**src/rtl/mp_add_sequencer.sv**
```systemverilog
// Multi-precision add controller: steps an external 32-bit adder over WORDS words,
// chaining carry-out to carry-in, and hands the full-width sum out over valid/ready.
module mp_add_sequencer #(
   parameter int unsigned WORDS = 4
) (
   input  logic                  clk,
   input  logic                  rst,
   input  logic                  in_valid,
   output logic                  in_ready,
   input  logic [WORDS*32-1:0]   OpA,
   input  logic [WORDS*32-1:0]   OpB,
   input  logic                  OpCin,
   output logic [31:0]           AddA,
   output logic [31:0]           AddB,
   output logic                  AddCin,
   input  logic [31:0]           AddS,
   input  logic                  AddCout,
   output logic                  out_valid,
   input  logic                  out_ready,
   output logic [WORDS*32-1:0]   Sum,
   output logic                  Cout
);

   localparam int unsigned W  = 32;
   localparam int unsigned IW = (WORDS > 1) ? $clog2(WORDS) : 1;

   typedef enum logic [1:0] {
      IDLE = 2'd0,
      RUN  = 2'd1,
      DONE = 2'd2
   } state_t;

   state_t state_q, state_d;

   logic [WORDS-1:0][W-1:0] rega_q;
   logic [WORDS-1:0][W-1:0] regb_q;
   logic [WORDS-1:0][W-1:0] sum_q;
   logic [IW-1:0]           idx_q;
   logic                    carry_q;
   logic                    cout_q;
   logic                    last_word;

   assign last_word = (idx_q == IW'(WORDS - 1));
   assign Sum       = sum_q;
   assign Cout      = cout_q;

   // State register
   always_ff @(posedge clk) begin
      if (rst) begin
         state_q <= IDLE;
      end else begin
         state_q <= state_d;
      end
   end

   // Next state, handshake flags and adder operand muxing
   always_comb begin
      state_d   = state_q;
      in_ready  = 1'b0;
      out_valid = 1'b0;
      AddA      = '0;
      AddB      = '0;
      AddCin    = 1'b0;
      case (state_q)
         IDLE: begin
            in_ready = 1'b1;
            if (in_valid) begin
               state_d = RUN;
            end
         end
         RUN: begin
            AddA   = rega_q[idx_q];
            AddB   = regb_q[idx_q];
            AddCin = carry_q;
            if (last_word) begin
               state_d = DONE;
            end
         end
         DONE: begin
            out_valid = 1'b1;
            if (out_ready) begin
               state_d = IDLE;
            end
         end
         default: begin
            state_d = IDLE;
         end
      endcase
   end

   // Operand capture, per-word sum write-back and carry chaining
   always_ff @(posedge clk) begin
      if (rst) begin
         rega_q  <= '0;
         regb_q  <= '0;
         sum_q   <= '0;
         idx_q   <= '0;
         carry_q <= 1'b0;
         cout_q  <= 1'b0;
      end else begin
         case (state_q)
            IDLE: begin
               if (in_valid) begin
                  rega_q  <= OpA;
                  regb_q  <= OpB;
                  carry_q <= OpCin;
                  idx_q   <= '0;
               end
            end
            RUN: begin
               sum_q[idx_q] <= AddS;
               carry_q      <= AddCout;
               idx_q        <= IW'(idx_q + IW'(1));
               if (last_word) begin
                  cout_q <= AddCout;
               end
            end
            default: begin
            end
         endcase
      end
   end

endmodule

```
**config.mk**
```make
export PLATFORM = sky130hd
export DESIGN_NAME = mp_add_sequencer
export DESIGN_NICKNAME = d
export VERILOG_FILES = /design/src/rtl/mp_add_sequencer.sv
export SDC_FILE = /design/constraint.sdc
export NUM_CORES = 1
export LEC_CHECK = 0
export ABC_AREA = 1
export CAP_MARGIN = 10
export CORE_ASPECT_RATIO = 0.9
export CORE_MARGIN = 3
export CORE_UTILIZATION = 42
export CTS_CLUSTER_SIZE = 20
export DETAILED_ROUTE_END_ITERATION = 7
export HOLD_SLACK_MARGIN = 0.02
export PLACE_DENSITY = 0.73
export SLEW_MARGIN = 10
export SYNTH_ARGS = -nofsm -noshare
export SYNTH_HDL_FRONTEND = slang
export SYNTH_SLANG_ARGS = --single-unit
```
**constraint.sdc**
```tcl
create_clock -name clk -period 1.91 [get_ports clk]
set_clock_uncertainty 0.2 [all_clocks]
set_input_delay 0.382 -clock clk [delete_from_list [all_inputs] [get_ports clk]]
set_output_delay 0.382 -clock clk [all_outputs]
set_load 0.02 [all_outputs]
```
==> Word-level counts from Yosys, hierarchy flattened <==
Index checks and enable logic that the tools add are counted.
{ "word_totals": {"in_bits": 294, "out_inout_bits": 196, "reg_bits": 390, "word_cells": 52} }
{ "op_classes": {"magnitude_cmp": 2, "reduce_logical": 7, "muxes": 20, "n_addsub": 1, "n_eq_ne": 6} }
{ "op_table": {"columns": ["operator", "n"], "rows": [
  ["32-bit 2-to-1 mux", 5],
  ["32-bit binary-select mux with 2-bit select", 2],
  ["128-bit bitwise mux", 1],
  ["32-bit demux with 2-bit select", 1],
  ["2-bit 2-to-1 mux", 4],
  ["2-bit inequality test, second input constant", 3],
  ["2-bit case mux with 3 select lines", 1],
  ["2-bit AND reduction", 3],
  ["2-bit == test, second input constant", 2],
  ["1-bit 2-to-1 mux", 4],
  ["2-bit case mux with 2 select lines", 1],
  ["2-bit by 3-bit < comparator with 1-bit output, second input constant", 1],
  ["3-bit AND reduction", 1],
  ["2-bit by 1-bit adder with 2-bit output, second input constant", 1],
  ["2-bit by 1-bit == test with 1-bit output, second input constant", 1],
  ["2-bit by 1-bit greater-or-equal comparator with 1-bit output, second input constant", 1],
  ["2-bit logical NOT", 1],
  ["1-bit case mux with 2 select lines", 1],
  ["2-bit nonzero test", 1],
  ["1-bit logical AND", 1]
]} }

==> Longest topological paths before layout <==
{ "depth": {"ltp_word": 5, "depth_mapped": 10, "depth_no_buf": 7} }

==> Worst setup path before layout <==
Ideal clock, no wire load.
{ "synth_path": {"path_type": "reg2out", "from": "register idx_q[0]", "to": "output port AddB[26]", "n_path_buf": 2, "path_stages_with_launch": 8, "arrival_time_ps": 1343, "t_required_ps": 1328, "setup_slack_ps": -15, "path_cell_list": "dfxtp_1 inv_2 buf_2 clkbuf_1 nand2_1 nand2_1 nand2_1 a21oi_1"} }
{ "synth_between": {"elab_chain_cells": 3} }
{ "synth_rtl": {"columns": ["item", "line_no", "text"], "rows": [
  ["start, declared", "38", "logic [IW-1:0] idx_q;"],
  ["start signal, assigned", "113", "idx_q <= IW'(idx_q + IW'(1));"],
  ["32-bit binary-select mux with 2-bit select", "73", "AddB = regb_q[idx_q];"],
  ["32-bit 2-to-1 mux (not written as such)", "73", null],
  ["32-bit 2-to-1 mux", "64", "case (state_q)"],
  ["end, declared", "14", "output logic [31:0] AddB,"]
]} }
Every way passes these cells. The select of a mux whose other input is x is not followed.

==> Final worst setup path <==
{ "layout_path": {"from": "register idx_q[0]", "to": "output port AddB[13]"} }
The elaborated chain is that of the path after synthesis.

==> metrics <==
Synth Warn #=0; buffers and inverters on the worst path=5; XOR/XNOR Fraction of Synth Area=0; r2r setup slk=-0.10 ns; number of synthesized register bits=390; full die area=39910 sq um; FP Rows=66; H-Tree Depth=2; root buffer cell=clkbuf_16; Layout Nets=~3100; Finished Cell Area=24440 sq um; commonest non-fill, non-tap cells in the layout=873 x nor2_1, 386 x dfxtp_1, 293 x clkdlybuf4s50_1; compound-gate portion of the synthesized area=0.1644; Post-synth top flop=dfxtp_1; area added between synthesis and finish=54.99%; Slew Limit Headroom=0.7279; crit path launch=idx_q[0]; failing checks=negative setup slack; synthesized cell area=approximately 16000 sq um; fin. max-slew vios=0; DRT iter0 DRCs=1408; CTS Sinks=390; chip height=roughly 190 um; Post-synth EDFFs=0; DR pass1 iterations=6; Post-DP Area=approximately 22000 sq um; post-synth top area cell=dfxtp_1; fin worst setup slack=-0.6225 ns; Final ANT Viol Nets=0; Routed WL=roughly 64000 um; CP Capture Type=output port; DRC errors left=0; WL/cell=19.31 um; hold path start=OpB[115]; clock transition at the register clock pins on the worst setup and hold paths after CTS=0.06 ns; FMAX=0.3949 GHz; largest net degree at the start of global routing=54; HPWL after DPL=45370 um; first-pass GRT wire length=a little under 100000 um; Post-Syn Nets=~2600; LEAKAGE=10.92 nW; CP max FO=8; Reg area=7820 sq um; MaxCap Viol Count=0; Pwr per Cell Area=866.8 nW/um^2; family with the most delay on the worst path=buffers and inverters; gr usage total=0.3060; Synth area leaders=dfxtp_1 50%, nor2_1 21%, o21ai_0 12%; initial antenna violation count=13; Die Wd=210.3 um; Crit Path Category=reg2out; mux contribution to synthesized area=0; HP Class=in2reg; total CTS buffers=41; Clock Path Buffers=3; Synth async-reset ratio=0; core box area=36580 sq um; Tcrit/Tclk final=1.326; clock insertion delay at the later pin of the skew report=0.54 ns; adder-cell share of the synthesized area=0.003173; largest family of logic cells by synthesized area=simple AND/OR/NAND/NOR gates; Hold Vio Cnt, Final=0; TritonCTS clock tree=built; final setup fails=116; layout cells sized above 1=0.1583; count of cell types in the netlist=20; post-synthesis simple-gate area fraction=0.2839; worst reg2reg path startpoint=idx_q[0]; via density per instance=5.233; via count=17451; total I/O pin count=490; startpoint types=flip-flop; Post-Synthesis Cells=between 2000 and 2500; RSZ-0062 raised after global routing=true; leading cell type in the layout, fill and taps excluded=nor2_1; fillers=3135; Worst Max-Slew Pin Slew=roughly 0.4 ns; Slowest Stage Delay on Critical Path=~0.40 ns; Data arrival, critical path=1.95 ns; grt total ovfl=0; Yosys top cell area share=0.4950; critical path, cell by cell=inv_8 -> buf_12 -> buf_4 -> buf_4 -> nand2_1 -> nand2_1 -> nand2_1 -> a21oi_1 -> buf_4; starting density of the core=0.4311; register area share after synthesis=0.4950; status=finished with violations; number of buffers added on ports=489; Mean Syn Cell Area=6.929 sq um; vias in the first global route=approximately 17000; min Tclk post-route=2.532 ns; Max rail drop VDD=between 0.5 and 0.6 mV; pre-CTS setup slack=-0.5936 ns; crit path max-delay cell type=dfxtp_4; Req. time, crit path=1.33 ns; routability cong.=roughly 0.98; area of the multi-input gates=approximately 7600 sq um
cells in the mapped netlist, types with 2 or more instances:
cell and n:
clkbuf_2 3, dfxtp_1 390, buf_4 2, a21oi_1 68, ha_1 4, o21ai_0 379, buf_1 4, nor2_4 5
inv_2 6, clkbuf_1 57, nand2_1 265, buf_2 105, nand2_4 2, nor2_1 902, inv_1 9, o21ai_1 71
sequential cells by signal (all words and copies together), names as in the netlist:
register and count:
idx_q 2, Cout 1, carry_q 1, state_q 2, rega_q 128, Sum 128, regb_q 128
timing repair:
action	4_1_cts	5_1_grt
hold buffers	0	0
endpoints found under the hold margin	0	0
pin swaps	11	52
setup buffers	15	6
gates cloned	10	5
endpoints found under the setup margin	261	178
gates resized for setup	586	173
cell families after synthesis:
| kind of cell | after synthesis |
|---|---|
| and+or+nand+nor | 1177 |
| AOI/OAI and AO/OA | 518 |
| DFF | 390 |
| buffers and inverters | 187 |
| adders and majority gates | 4 |
final timing paths:
kind	cells past startpoint	end
worst max-delay path	9	AddB[13]
worst min-delay path	3	regb_q[115]
worst max register to register	11	Sum[40]
worst min register to register	2	Cout
through the flow:
| stage | setup TNS [ns] | hold WS (ns) | power (mW) | utilization | std cells |
|---|---|---|---|---|---|
| after global placement | -54.79 | 0.2531 | 12.87 | 0.6067 | 3223 |
| after CTS | -33.48 | 0.2342 | 21.06 | 0.6540 | 3323 |
| final | -34.44 | 0.2492 | 21.19 | 0.6682 | 3335 |
| after global routing | -45.72 | 0.2426 | 22.01 | 0.6682 | 3335 |
| after detailed placement | -64.78 | 0.2590 | 12.94 | 0.6067 | 3223 |
| after floorplan | 0 | 0.2495 | 10.90 | - | 2276 |
worst reg2reg max path: stages (launching register included):
cell and delay, ns:
dfxtp_4 0.40, buf_6 0.15, buf_6 0.11, buf_6 0.10, buf_6 0.12, ha_4 0.15, inv_2 0.06, nor2_4 0.05
buf_12 0.14, clkbuf_16 0.18, o21ai_0 0.17, nor2_1 0.07
metal layers:
metal  wire, um  global-route usage
met1      25770              0.3755
met2      29790              0.5054
met3       5794             0.08557
met4       2912              0.1322
met5        128                   0
power by group:
group,switching (mW),total (mW),internal (mW),leakage [nW]
Clock,3.39,8.00,4.61,0.663
Combinational,2.13,4.06,1.94,7.04
Sequential,0.407,9.13,8.72,3.21
cell type report:
class	instances	area share
diodes	4	0.0004095
clock buffers	55	0.04791
clock inverters	21	0.007217
inverters	16	0.004402
multi-input cells	1699	0.3093
flip-flops and latches	390	0.3199
well taps	476	0.02437
repair buffers	674	0.2864
Note: power is estimated with default switching activity, not from simulation.
